--- config.mk ---
export PLATFORM = sky130hd
export DESIGN_NAME = game_flow_ctrl
export DESIGN_NICKNAME = d
export VERILOG_FILES = /design/src/rtl/game_flow_ctrl.sv
export SDC_FILE = /design/constraint.sdc
export NUM_CORES = 1
export LEC_CHECK = 0
export CAP_MARGIN = 10
export CORE_ASPECT_RATIO = 1.75
export CORE_MARGIN = 4
export CORE_UTILIZATION = 48
export CTS_CLUSTER_SIZE = 28
export DETAILED_ROUTE_END_ITERATION = 12
export PLACE_DENSITY = 0.74
export SKIP_CTS_REPAIR_TIMING = 1
export SLEW_MARGIN = 40
export SYNTH_ARGS = -nofsm -noshare
export SYNTH_HDL_FRONTEND = slang
export SYNTH_SLANG_ARGS = --single-unit
export TNS_END_PERCENT = 30
--- constraint.sdc ---
create_clock -name clock -period 2.53 [get_ports clock]
set_clock_uncertainty 0.2 [all_clocks]
set_input_delay 0.506 -clock clock [delete_from_list [all_inputs] [get_ports clock]]
set_output_delay 0.506 -clock clock [all_outputs]
set_load 0.05 [all_outputs]
--- src/rtl/game_flow_ctrl.sv ---
`default_nettype none
// ============================================================================
//  Module   : game_flow_ctrl
//  Brief    : Frame-gated game-flow controller: name entry, intro countdown,
//             round timer, pause/resume and finish-to-welcome loop.
//  Revision : 1.0 - initial parametrised release
// ============================================================================
module game_flow_ctrl #(
    parameter int NAME_LEN       = 3,
    parameter int START_FRAMES   = 300,
    parameter int GAME_SECONDS   = 180,
    parameter int FRAMES_PER_SEC = 60,
    parameter int NUM_PLAYERS    = 4,
    parameter int TIME_W         = 8
) (
    input  logic                                              clock,
    input  logic                                              reset,
    input  logic                                              frame_tick,
    input  logic [NUM_PLAYERS-1:0]                            left,
    input  logic [NUM_PLAYERS-1:0]                            right,
    input  logic [NUM_PLAYERS-1:0]                            up,
    input  logic [NUM_PLAYERS-1:0]                            down,
    input  logic [NUM_PLAYERS-1:0]                            chop,
    input  logic [NUM_PLAYERS-1:0]                            carry,
    output logic [2:0]                                        game_state,
    output logic [NAME_LEN*8-1:0]                             team_name,
    output logic [((NAME_LEN > 1) ? $clog2(NAME_LEN) : 1)-1:0] name_cursor,
    output logic [TIME_W-1:0]                                 time_left,
    output logic                                              timer_go,
    output logic                                              round_start,
    output logic                                              game_over
);

    localparam int CUR_W   = (NAME_LEN > 1) ? $clog2(NAME_LEN) : 1;
    localparam int SUB_W   = (FRAMES_PER_SEC > 1) ? $clog2(FRAMES_PER_SEC) : 1;
    localparam int START_W = $clog2(START_FRAMES + 1);

    localparam logic [2:0] c_WELCOME = 3'd0;
    localparam logic [2:0] c_START   = 3'd1;
    localparam logic [2:0] c_PLAY    = 3'd2;
    localparam logic [2:0] c_PAUSE   = 3'd3;
    localparam logic [2:0] c_FINISH  = 3'd4;

    localparam int c_B_LEFT  = 0;
    localparam int c_B_RIGHT = 1;
    localparam int c_B_UP    = 2;
    localparam int c_B_DOWN  = 3;
    localparam int c_B_CHOP  = 4;
    localparam int c_B_PAUSE = 5;

    localparam logic [7:0]         c_LETTER_A   = 8'h41;
    localparam logic [7:0]         c_LETTER_Z   = 8'h5A;
    localparam logic [TIME_W-1:0]  c_GAME_TIME  = TIME_W'(GAME_SECONDS);
    localparam logic [TIME_W-1:0]  c_TIME_ONE   = TIME_W'(1);
    localparam logic [SUB_W-1:0]   c_SUB_LAST   = SUB_W'(FRAMES_PER_SEC - 1);
    localparam logic [SUB_W-1:0]   c_SUB_ONE    = SUB_W'(1);
    localparam logic [START_W-1:0] c_START_LAST = START_W'(START_FRAMES - 1);
    localparam logic [START_W-1:0] c_START_ONE  = START_W'(1);
    localparam logic [CUR_W-1:0]   c_CUR_LAST   = CUR_W'(NAME_LEN - 1);
    localparam logic [CUR_W-1:0]   c_CUR_ONE    = CUR_W'(1);

    logic [2:0]         r_state;
    logic [2:0]         w_next_state;
    logic [7:0]         r_letters [NAME_LEN];
    logic [CUR_W-1:0]   r_cursor;
    logic [TIME_W-1:0]  r_time_left;
    logic [SUB_W-1:0]   r_sub_cnt;
    logic [START_W-1:0] r_start_cnt;
    logic               r_round_start;
    logic               r_game_over;
    logic [5:0]         r_prev;
    logic [5:0]         w_any;
    logic [5:0]         w_press;
    logic               w_any_carry;
    logic               w_sub_wrap;
    logic               w_expire;
    logic               w_start_done;
    logic [7:0]         w_letter;

    assign w_any = {|(chop & carry), |chop, |down, |up, |right, |left};
    assign w_press      = w_any & ~r_prev;
    assign w_any_carry  = |carry;
    assign w_sub_wrap   = (r_sub_cnt == c_SUB_LAST);
    assign w_expire     = w_sub_wrap && (r_time_left == c_TIME_ONE);
    assign w_start_done = (r_start_cnt == c_START_LAST);
    assign w_letter     = r_letters[r_cursor];

    always_ff @(posedge clock) begin
        if (reset) begin
            r_state <= c_WELCOME;
        end else begin
            r_state <= w_next_state;
        end
    end

    always_comb begin
        w_next_state = r_state;
        if (frame_tick) begin
            case (r_state)
                c_WELCOME: if (w_press[c_B_CHOP]) w_next_state = c_START;
                c_START:   if (w_start_done) w_next_state = c_PLAY;
                c_PLAY: begin
                    if (w_expire)                 w_next_state = c_FINISH;
                    else if (w_press[c_B_PAUSE])  w_next_state = c_PAUSE;
                end
                c_PAUSE:   if (w_press[c_B_CHOP] && !w_any_carry) w_next_state = c_PLAY;
                c_FINISH:  if (w_press[c_B_CHOP]) w_next_state = c_WELCOME;
                default:   w_next_state = c_WELCOME;
            endcase
        end
    end

    always_comb begin
        game_state  = r_state;
        timer_go    = (r_state == c_PLAY);
        round_start = r_round_start;
        game_over   = r_game_over;
        name_cursor = r_cursor;
        time_left   = r_time_left;
    end

    for (genvar g = 0; g < NAME_LEN; g++) begin : g_name
        assign team_name[g*8 +: 8] = r_letters[g];
    end

    // Previous samples reset high so buttons held through reset need a release first.
    always_ff @(posedge clock) begin
        if (reset) begin
            for (int i = 0; i < NAME_LEN; i++) r_letters[i] <= c_LETTER_A;
            r_cursor      <= '0;
            r_time_left   <= c_GAME_TIME;
            r_sub_cnt     <= '0;
            r_start_cnt   <= '0;
            r_round_start <= 1'b0;
            r_game_over   <= 1'b0;
            r_prev        <= '1;
        end else begin
            r_round_start <= 1'b0;
            r_game_over   <= 1'b0;
            if (frame_tick) begin
                r_prev <= w_any;
                case (r_state)
                    c_WELCOME: begin
                        if (w_press[c_B_CHOP]) begin
                            r_start_cnt <= '0;
                        end else if (w_press[c_B_UP]) begin
                            r_letters[r_cursor] <= (w_letter == c_LETTER_A) ? c_LETTER_Z : w_letter - 8'd1;
                        end else if (w_press[c_B_DOWN]) begin
                            r_letters[r_cursor] <= (w_letter == c_LETTER_Z) ? c_LETTER_A : w_letter + 8'd1;
                        end else if (w_press[c_B_RIGHT]) begin
                            if (r_cursor != c_CUR_LAST) r_cursor <= r_cursor + c_CUR_ONE;
                        end else if (w_press[c_B_LEFT]) begin
                            if (r_cursor != '0) r_cursor <= r_cursor - c_CUR_ONE;
                        end
                    end
                    c_START: begin
                        r_start_cnt <= r_start_cnt + c_START_ONE;
                        if (w_start_done) begin
                            r_time_left   <= c_GAME_TIME;
                            r_sub_cnt     <= '0;
                            r_round_start <= 1'b1;
                        end
                    end
                    c_PLAY: begin
                        if (w_sub_wrap) begin
                            r_sub_cnt <= '0;
                            if (r_time_left != '0) r_time_left <= r_time_left - c_TIME_ONE;
                        end else begin
                            r_sub_cnt <= r_sub_cnt + c_SUB_ONE;
                        end
                        if (w_expire) r_game_over <= 1'b1;
                    end
                    c_FINISH: begin
                        if (w_press[c_B_CHOP]) begin
                            r_cursor    <= '0;
                            r_time_left <= c_GAME_TIME;
                        end else begin
                            r_time_left <= '0;
                        end
                    end
                    default: ;
                endcase
            end
        end
    end

endmodule
`default_nettype wire

==> results.md, run 1 <==
* Run status: complete, but fails checks
* Violated checks: setup timing
* Final Hold Fails at 0
* CTS clock-pin slew for the worst setup and hold paths at 0.06 ns
* Hold WC Path Type: register to register
* Layout area overhead at 54.7%
* Seq/Total Area, Yosys at 44.2%
* Post-Synth XOR/XNOR Area at 1.12%
* Critical path launch point type: register
* DR WL met3 at 437 µm
* Vias at 3973
* Worst slew pin tran at 0.527 ns
* GP Congestion at 1.04
* Post-Synth Adder-Cell Area at 2.89%
* Ys flop type: dfxtp_1
* Slowest CP cell: mux4_2
* Crit Path Category: register to register
* Initial Utilization at 49.3%
* Cts bufs inserted at 9
* Area of the die at 9680 µm²
* Crit path buf inv count at 1
* Worst-path fanout max at 7
* Average wire per standard cell at 18.7 µm
* Vias per std cell at 5.90
* Pin count of the biggest net entering global routing at 23
* DR DRC count at 0
* DR top layer: met4
* Syn. warnings at 0
* DR WL met2 at 7440 µm
* CP delay by family, top: compound AO/OA/AOI/OAI gates
* Slew Limit Headroom at 64.6%
* Worst skew pair latency at 0.34 ns
* Final wirelength at 12600 µm
* H-Tree Depth at 3
* Worst-case clock buffer depth at 2
* Pwr Density at 442 nW/µm²
* Final setup margin at -0.0823 ns
* CTS tree: built
* Slew Viols, Final at 0
* First-pass GRT wire length at 19100 µm
* DP HPWL at 9240 µm
* Cell taking the most area after synthesis: edfxtp_1
* Most frequent cells in the layout: buf_4 (84), clkdlybuf4s50_1 (52), nor2_1 (47)
* Crit. End Element: register
* PortBufs at 66
* CP Cell Sequence: buf_12, mux4_2, nor4b_4, nand2_2, o31a_1, o22ai_4, nand3_1
* Cells after Synth at 421
* Leak at 2.37 nW
* Wl on met1 at 4230 µm
* Overflow after GRT at 0
* Commonest non-fill, non-tap cell in the layout: buf_4
* Final #Nets at 614
* Mapped Area at 3900 µm²
* Largest family of logic cells by synthesized area: simple AND/OR/NAND/NOR gates
* Fin crit share at 103%
* Final setup fails at 15
* Fin crit period at 2.61 ns
* Syn_area_per_cell at 9.26 µm²
* Fillers at 585
* Core ar. at 7910 µm²
* Vias in the first global route at 3983
* DIE WIDTH at 76.1 µm
* Critical Path Max Stage Delay at 0.55 ns
* 1st-pass router iterations at 7
* Layout cells sized above 1 at 31.6%
* Pre-CTS setup slack at -0.597 ns
* Iter 0 DRT Violations at 352
* Row count at 43
* Root Driver: clkbuf_16
* Crit path required time at 2.40 ns
* RSZ-0062 raised after global routing: yes
* Synth unique cells at 66
* Synth top area cells: edfxtp_1 (25%), dfxtp_1 (20%), nand2_1 (5.0%)
* Num Clock Sinks at 70
* FFs w/ async S/R, synth at 0%
* Max Clock Freq at 383 MHz
* Synth Area in Simple Gates at 23.7%
* Max VDD drop at 348 µV
* All-Layer GR Usage at 24.9%
* Share of the synthesized area in the top cell type at 24.6%
* Mux share of post-synthesis cell area at 6.32%
* # IOs at 67
* Antenna diodes at 0
* Die Ht at 127 µm
* Post-Syn Nets at 457
* Compound-Gate Fraction of Synth Area at 18.2%
* Final core occ at 76.3%
* WP data arrival at 2.48 ns
* Max-cap violations at 0
* Total power draw at 2.67 mW
* Post-route ant nets at 0
* Synthesis-stage register bit count at 70
* Antenna violations before repair at 0
* EDFF count, synth at 32
## tightest hold or removal path, cell delays in order (launching register included)
cell	delay [ns]
dfxtp_1	0.32
o21ai_0	0.08
nand2_1	0.06
## synthesized netlist by cell type, types with 9 or more instances
library cell   n
a21oi_1       24
inv_1         21
edfxtp_1      32
nand2_1       52
ha_1           9
dfxtp_1       38
nand3_1       25
clkbuf_1      11
o21ai_0       27
nor2_1        51
nor3_1        10
nor4_1        11
## final cells by class
cell class                 instances  area, µm²  share of cell area [%]
multi-input combinational        316       2390                    39.6
sequential                        70       1730                    28.6
timing repair buffer             159       1450                    24.1
clock buffer                      12        246                    4.09
tap                               90        113                    1.87
inverter                          22       83.8                    1.39
clock inverter                     4       22.5                   0.373
## per-stage QoR
stage / setup TNS, ns / area (µm²) / hold slack, ns / instances
3_5_place_dp: -38.21 / 5280 / 0.285 / 645
5_1_grt: -2.33 / 6030 / 0.324 / 673
3_3_place_gp: -34.88 / 5280 / 0.258 / 645
2_1_floorplan: -3.02 / 3930 / 0.245 / 421
6_report: -0.512 / 6030 / 0.296 / 673
4_1_cts: -11.78 / 5550 / 0.300 / 661
## cell families (layout without fill, tap and decap cells)
group                    after synthesis  in the layout
buffers and inverters                 35            197
adder cells (fa/ha/maj)                9              9
multiplexers                          13             13
AO/OA/AOI/OAI                        102            102
XOR/XNOR                               5              5
flip-flops                            70             70
AND/OR/NAND/NOR                      187            187
## routing by layer
layer	up-vias	GRT usage, %
li1	1890	-
met1	1897	23.7
met2	149	48.8
met3	37	3.95
met4	0	14.6
met5	-	0
## power breakdown
group / leakage, nW / switching (mW) / internal (mW)
clock network: 0.132 / 0.468 / 0.685
registers: 0.608 / 0.00769 / 1.19
logic: 1.63 / 0.170 / 0.146
## state kept, by name, indices dropped and copies added, names as in the netlist, named ones only
name and flops:
game_state 3, r_letters 32, r_start_cnt 9, name_cursor 2, game_over 1, r_prev 6, round_start 1, time_left 8
r_sub_cnt 6
## path summary, 6_finish.rpt
path | startpoint | end | slack, ns | cells past startpoint
setup / recovery | register | r_letters[1][0] | -0.08 | 7
hold / removal | r_prev[5] | r_prev[5] | 0.30 | 2
hold reg to reg | r_prev[5] | r_prev[5] | 0.30 | 2
setup reg to reg | register | r_letters[1][0] | -0.08 | 7
Note: power is estimated with default switching activity, not from simulation.
==> run 2, diff against run 1 <==
--- a/config.mk
+++ b/config.mk
@@ -11,7 +11,7 @@
 export CORE_UTILIZATION = 48
 export CTS_CLUSTER_SIZE = 28
 export DETAILED_ROUTE_END_ITERATION = 12
-export PLACE_DENSITY = 0.74
+export PLACE_DENSITY = 0.76
 export SKIP_CTS_REPAIR_TIMING = 1
 export SLEW_MARGIN = 40
 export SYNTH_ARGS = -nofsm -noshare
==> run 2 against run 1 <==
Utilization fell by 0.71 points. First-iteration DRC count fell by 18%. Fmax fell by 0.89%. Global-route usage fell by 0.25 points. Sequential power barely moved. Sequential cell count did not move. Die area did not move. Worst hold slack got worse by 0.0093 ns. The flow still finishes with violations (setup timing). Largest cell class unchanged. Routed wire length rose by 5.1%. Via count rose by 3.2%. Cell count rose by 0.15%. Cell area fell by 0.93%.
==> results.md, run 2 (synthesis gave the netlist of run 1 again) <==
* Final core occ at 75.6%
* Pre-CTS setup slack at -0.679 ns
* WP data arrival at 2.53 ns
* Vias in the first global route at 4060
* Post-placement cell count at 645
* Total power draw at 2.85 mW
* Final instance area at 5980 µm²
* Worst-path fanout max at 8
* Vias at 4100
* Antenna diodes at 0
* Post-route ant nets at 0
* Final setup margin at -0.106 ns
* Most flops, register: r_letters
* All-Layer GR Usage at 24.7%
* Overflow after GRT at 0
* Fin crit share at 104%
* Placed cell areas at 5280 µm²
* Worst-case clock buffer depth at 2
* Row count at 43
* Final #Nets at 615
* Run status: complete, but fails checks
* Worst slew pin tran at 0.632 ns
* Worst skew pair latency at 0.34 ns
* DP HPWL at 9340 µm
* Critical path launch point type: register
* Num Clock Sinks at 70
* R2R Setup Slk at -0.11 ns
* Final wirelength at 13200 µm
* H-Tree Depth at 3
* Violated checks: setup timing
* DIE WIDTH at 76.1 µm
* Iter 0 DRT Violations at 287
* Max Clock Freq at 379 MHz
* TNS Setup at -1.43 ns
* Commonest non-fill, non-tap cell in the layout: buf_4
* Antenna violations before repair at 0
* GP Congestion at 1.08
* Hold WC Path Type: register to register
* Pin count of the biggest net entering global routing at 22
* Core ar. at 7910 µm²
* PortBufs at 66
* Slew Viols, Final at 0
* Cts bufs inserted at 9
* First-pass GRT wire length at 18900 µm
* 1st-pass router iterations at 5
* Die Ht at 127 µm
* Layout area overhead at 53.3%
* Vias per std cell at 6.08
* Leak at 2.38 nW
* Largest register FFs at 32
* Layout cells sized above 1 at 31.2%
* Area of the die at 9680 µm²
* Average wire per standard cell at 19.6 µm
* # IOs at 67
* Root Driver: clkbuf_16
* Fin crit period at 2.64 ns
* Pwr Density at 477 nW/µm²
* Final setup fails at 26
* Initial Utilization at 49.3%
* RSZ-0062 raised after global routing: yes
* Non-Filler Instances at 674
* Final Hold Fails at 0
* CTS tree: built
* CTS clock-pin slew for the worst setup and hold paths at 0.06 ns
* DR DRC count at 0
* Hold Startpoint: r_prev[5]
* Most frequent cells in the layout: buf_4 (88), clkdlybuf4s50_1 (52), nand2_1 (47)
* Max-cap violations at 0
* Max VDD drop at 314 µV
* Slew Limit Headroom at 57.5%
* Crit path required time at 2.42 ns
* Crit. End Element: register
* Hold_ws at 0.287 ns
* Crit Path Category: register to register
[run 2: cell types whose count changed in the layout (fill, tap and decap cells not counted), sizes merged]
cell	before	now
buf	94	95
clkbuf	12	10
bufinv	0	2
clkinv	4	3
inv	21	22
[run 2: layer usage]
layer / share of wire [%] / vias to the layer above / track usage (%)
li1: - / 1879 / -
met3: 4.0 / 51 / 2.68
met5: 0 / - / 0
met4: 5.7 / 0 / 20.3
met1: 33 / 1987 / 22.6
met2: 57 / 183 / 47.3
[run 2: cell type report]
| type | count | area, µm² |
|---|---|---|
| Multi-Input combinational cell | 316 | 2290 |
| Fill cell | 538 | 1930 |
| Sequential cell | 70 | 1730 |
| Timing Repair Buffer | 160 | 1450 |
| Clock buffer | 10 | 229 |
| Tap cell | 90 | 113 |
| Clock inverter | 6 | 85.1 |
| Inverter | 22 | 83.8 |
[run 2: final timing paths]
check,to,cells past startpoint
max,r_letters[3][4],9
min,r_prev[5],2
max reg2reg,r_letters[3][4],9
min reg2reg,r_prev[5],2
[run 2: worst max-delay path, stage by stage (launching register included)]
cell and delay [ns]:
dfxtp_2 0.35, buf_12 0.13, mux4_2 0.55, nor4b_4 0.39, buf_4 0.21, buf_4 0.11, a22o_1 0.11, a21oi_1 0.08
o22ai_2 0.17, inv_1 0.07
[run 2: power by group]
| group | switching [mW] | leakage, nW | total, mW | internal [mW] |
|---|---|---|---|---|
| sequential | 0.00835 | 0.607 | 1.20 | 1.19 |
| combinational | 0.168 | 1.62 | 0.310 | 0.142 |
| clock | 0.480 | 0.151 | 1.34 | 0.861 |
==> run 3, diff against run 2 <==
--- a/config.mk
+++ b/config.mk
@@ -5,13 +5,14 @@
 export SDC_FILE = /design/constraint.sdc
 export NUM_CORES = 1
 export LEC_CHECK = 0
+export ABC_AREA = 1
 export CAP_MARGIN = 10
 export CORE_ASPECT_RATIO = 1.75
 export CORE_MARGIN = 4
-export CORE_UTILIZATION = 48
+export CORE_UTILIZATION = 54
 export CTS_CLUSTER_SIZE = 28
 export DETAILED_ROUTE_END_ITERATION = 12
-export PLACE_DENSITY = 0.76
+export PLACE_DENSITY = 0.8
 export SKIP_CTS_REPAIR_TIMING = 1
 export SLEW_MARGIN = 40
 export SYNTH_ARGS = -nofsm -noshare
==> constraint.sdc (replaced) <==
create_clock -name clock -period 2.8 [get_ports clock]
set_clock_uncertainty 0.2 [all_clocks]
set_input_delay 0.56 -clock clock [delete_from_list [all_inputs] [get_ports clock]]
set_output_delay 0.56 -clock clock [all_outputs]
set_load 0.05 [all_outputs]
==> run 3 against run 2 <==
Die area is 2.4% lower. Global-route usage grew 0.35 points. Utilization down 4.2 points. Critical endpoint is now name_cursor[0]. Sequential power about the same. The flow now finishes without violations. Cell area shrank 9.0%.
==> results.md, run 3 <==
* Crit. End Element: primary output
* Share of the synthesized area in the top cell type at 22.5%
* 1st-pass router iterations at 6
* Final wirelength at 11300 µm
* Num Clock Sinks at 70
* GP Congestion at 0.916
* Critical path launch point type: register
* Syn. warnings at 0
* WP data arrival at 1.70 ns
* Post-placement cell count at 750
* Non-Filler Instances at 766
* Root Driver: clkbuf_16
* # IOs at 67
* Area of the die at 9450 µm²
* Crit path required time at 2.04 ns
* DR DRC count at 0
* Post-Syn Nets at 628
* Average wire per standard cell at 14.8 µm
* Most frequent cells in the layout: nand2_1 (177), clkdlybuf4s50_1 (65), nor2_1 (59)
* Iter 0 DRT Violations at 328
* CP Cell Sequence: clkdlybuf4s50_1
* Commonest non-fill, non-tap cell in the layout: nand2_1
* Critical Path Max Stage Delay at 0.87 ns
* Largest family of logic cells by synthesized area: simple AND/OR/NAND/NOR gates
* Largest register FFs at 32
* Switching Fraction at 33.7%
* Cts bufs inserted at 9
* Internal at 2.44 mW
* TNS Setup at 0 ns
* All-Layer GR Usage at 25.0%
* Vias per std cell at 5.46
* Hold_ws at 0.265 ns
* Setup crit start: name_cursor[0]
* Cell taking the most area after synthesis: edfxtp_1
* Core ar. at 7620 µm²
* Row count at 42
* Flop pwr share at 32.4%
* Synth top area cells: edfxtp_1 (22%), dfxtp_1 (18%), nand2_1 (16%)
* Synth unique cells at 38
* Cells after Synth at 592
* Fin crit share at 87.9%
* Worst skew pair latency at 0.34 ns
* Layout area overhead at 27.4%
* Slowest CP cell: clkdlybuf4s50_1
* PortBufs at 66
* Synth Area in Simple Gates at 38.9%
* Fillers at 602
* Crit path buf inv count at 1
* Pwr Density at 677 nW/µm²
* Net Switching at 1.24 mW
* Seq/Total Area, Yosys at 40.3%
* Run status: finished, final reports clean
* Clk network pwr share at 37.6%
* H-Tree Depth at 3
* Slew Viols, Final at 0
* Final setup fails at 0
* Syn_area_per_cell at 7.22 µm²
* Die Ht at 126 µm
* Leak at 2.29 nW
* Post-route ant nets at 0
* Post-Synth Adder-Cell Area at 2.64%
* FFs w/ async S/R, synth at 0%
* Antenna violations before repair at 0
* CTS tree: built
* Total power draw at 3.68 mW
* Hold WC Path Type: register to register
* Hold Startpoint: r_sub_cnt[5]
* Max Clock Freq at 406 MHz
* Layout cells sized above 1 at 14.0%
* Worst-case clock buffer depth at 2
* Mux share of post-synthesis cell area at 0%
* Fin crit period at 2.46 ns
* Slew Limit Headroom at 63.9%
* CTS clock-pin slew for the worst setup and hold paths at 0.06 ns
* Antenna diodes at 0
* EDFF count, synth at 32
* DP HPWL at 8940 µm
* DIE WIDTH at 75.2 µm
* Most flops, register: r_letters
* Ys flop type: dfxtp_1
* Max-cap violations at 0
* CP delay by family, top: buffers and inverters
* Final Hold Fails at 0
* First-pass GRT wire length at 18200 µm
* Overflow after GRT at 0
* Final setup margin at 0.339 ns
* Initial Utilization at 56.1%
* Pin count of the biggest net entering global routing at 18
* Crit Path Category: register to primary output
* Worst slew pin tran at 0.539 ns
* Synthesis-stage register bit count at 70
* Most frequent cell after synthesis: nand2_1
* RSZ-0062 raised after global routing: no
* Compound-Gate Fraction of Synth Area at 9.37%
* Mapped Area at 4270 µm²
* Final #Nets at 709
* Pre-CTS setup slack at 0.0877 ns
* Vias at 4180
* Max VDD drop at 621 µV
* Vias in the first global route at 3978
* Post-Synth XOR/XNOR Area at 0.820%
* Worst-path fanout max at 7
* Top post-synthesis cells by count: nand2_1 (177), nor2_1 (59), inv_1 (52), nand3_1 (51)
* Gate power share at 30.0%
[run 3: cell types whose count changed in the layout (fill, tap and decap cells not counted), sizes merged, moves of 8 or more]
cell and delta:
nor2 +15, buf -75, a21oi +16, nor4 -9
nand2 +153, mux4 -8, clkdlybuf4s50 +13, dlymetal6s2s -13
inv +38, nand3 +36
[run 3: logic make-up after synthesis]
kind of cell | count (synthesis)
adders and majority gates | 9
AOI/OAI and AO/OA | 73
DFF | 70
xor gates and xnor gates | 4
and+or+nand+nor | 361
buffers and inverters | 75
[run 3: path summary, 6_finish.rpt]
path / endpoint / depth (start not counted) / slack [ns]
max reg2reg: r_letters[3][1] / 10 / 0.39
max: name_cursor[0] / 1 / 0.34
min: r_sub_cnt[5] / 2 / 0.26
min reg2reg: r_sub_cnt[5] / 2 / 0.26
[run 3: metal layers]
layer / track usage [%] / vias up / part of all wire [%] / routed length (µm)
li1: - / 2103 / - / -
met1: 25.8 / 1906 / 35 / 3920
met2: 45.5 / 132 / 56 / 6330
met3: 3.99 / 39 / 4.1 / 465
met4: 14.0 / 0 / 5.1 / 582
met5: 0 / - / 0 / 0
[run 3: through the flow]
stage                     instance area, µm²  util [%]
after CTS                               5440      71.4
after floorplan                         4270         -
final                                   5440      71.4
after detailed placement                5080      66.7
after global placement                  5080      66.7
after global routing                    5440      71.4
[run 3: final cells by class]
class	instances	area [µm²]	share of cell area, %
clock buffer	9	225	4.14
clock inverter	7	136	2.51
inverter	60	235	4.32
multi-input combinational	447	2210	40.6
sequential	70	1720	31.6
tap	88	110	2.02
timing repair buffer	85	801	14.7
[run 3: worst register-to-register path: cells and delay by family (launching register included)]
kind | cells | cell delay, ns
AND/OR/NAND/NOR | 7 | 0.75
AO/OA/AOI/OAI | 1 | 0.26
buffers and inverters | 2 | 0.36
flip-flops | 1 | 0.59
[run 3: power by group through the flow]
| stage | clock [mW] | combinational, mW | sequential, mW |
|---|---|---|---|
| finish | 1.38 | 1.11 | 1.19 |
| global route | 1.43 | 1.21 | 1.20 |
| CTS | 1.38 | 1.10 | 1.19 |
| detailed placement | 0 | 1.09 | 1.21 |
| global placement | 0 | 1.07 | 1.21 |
| floorplan | 0 | 0.688 | 1.32 |
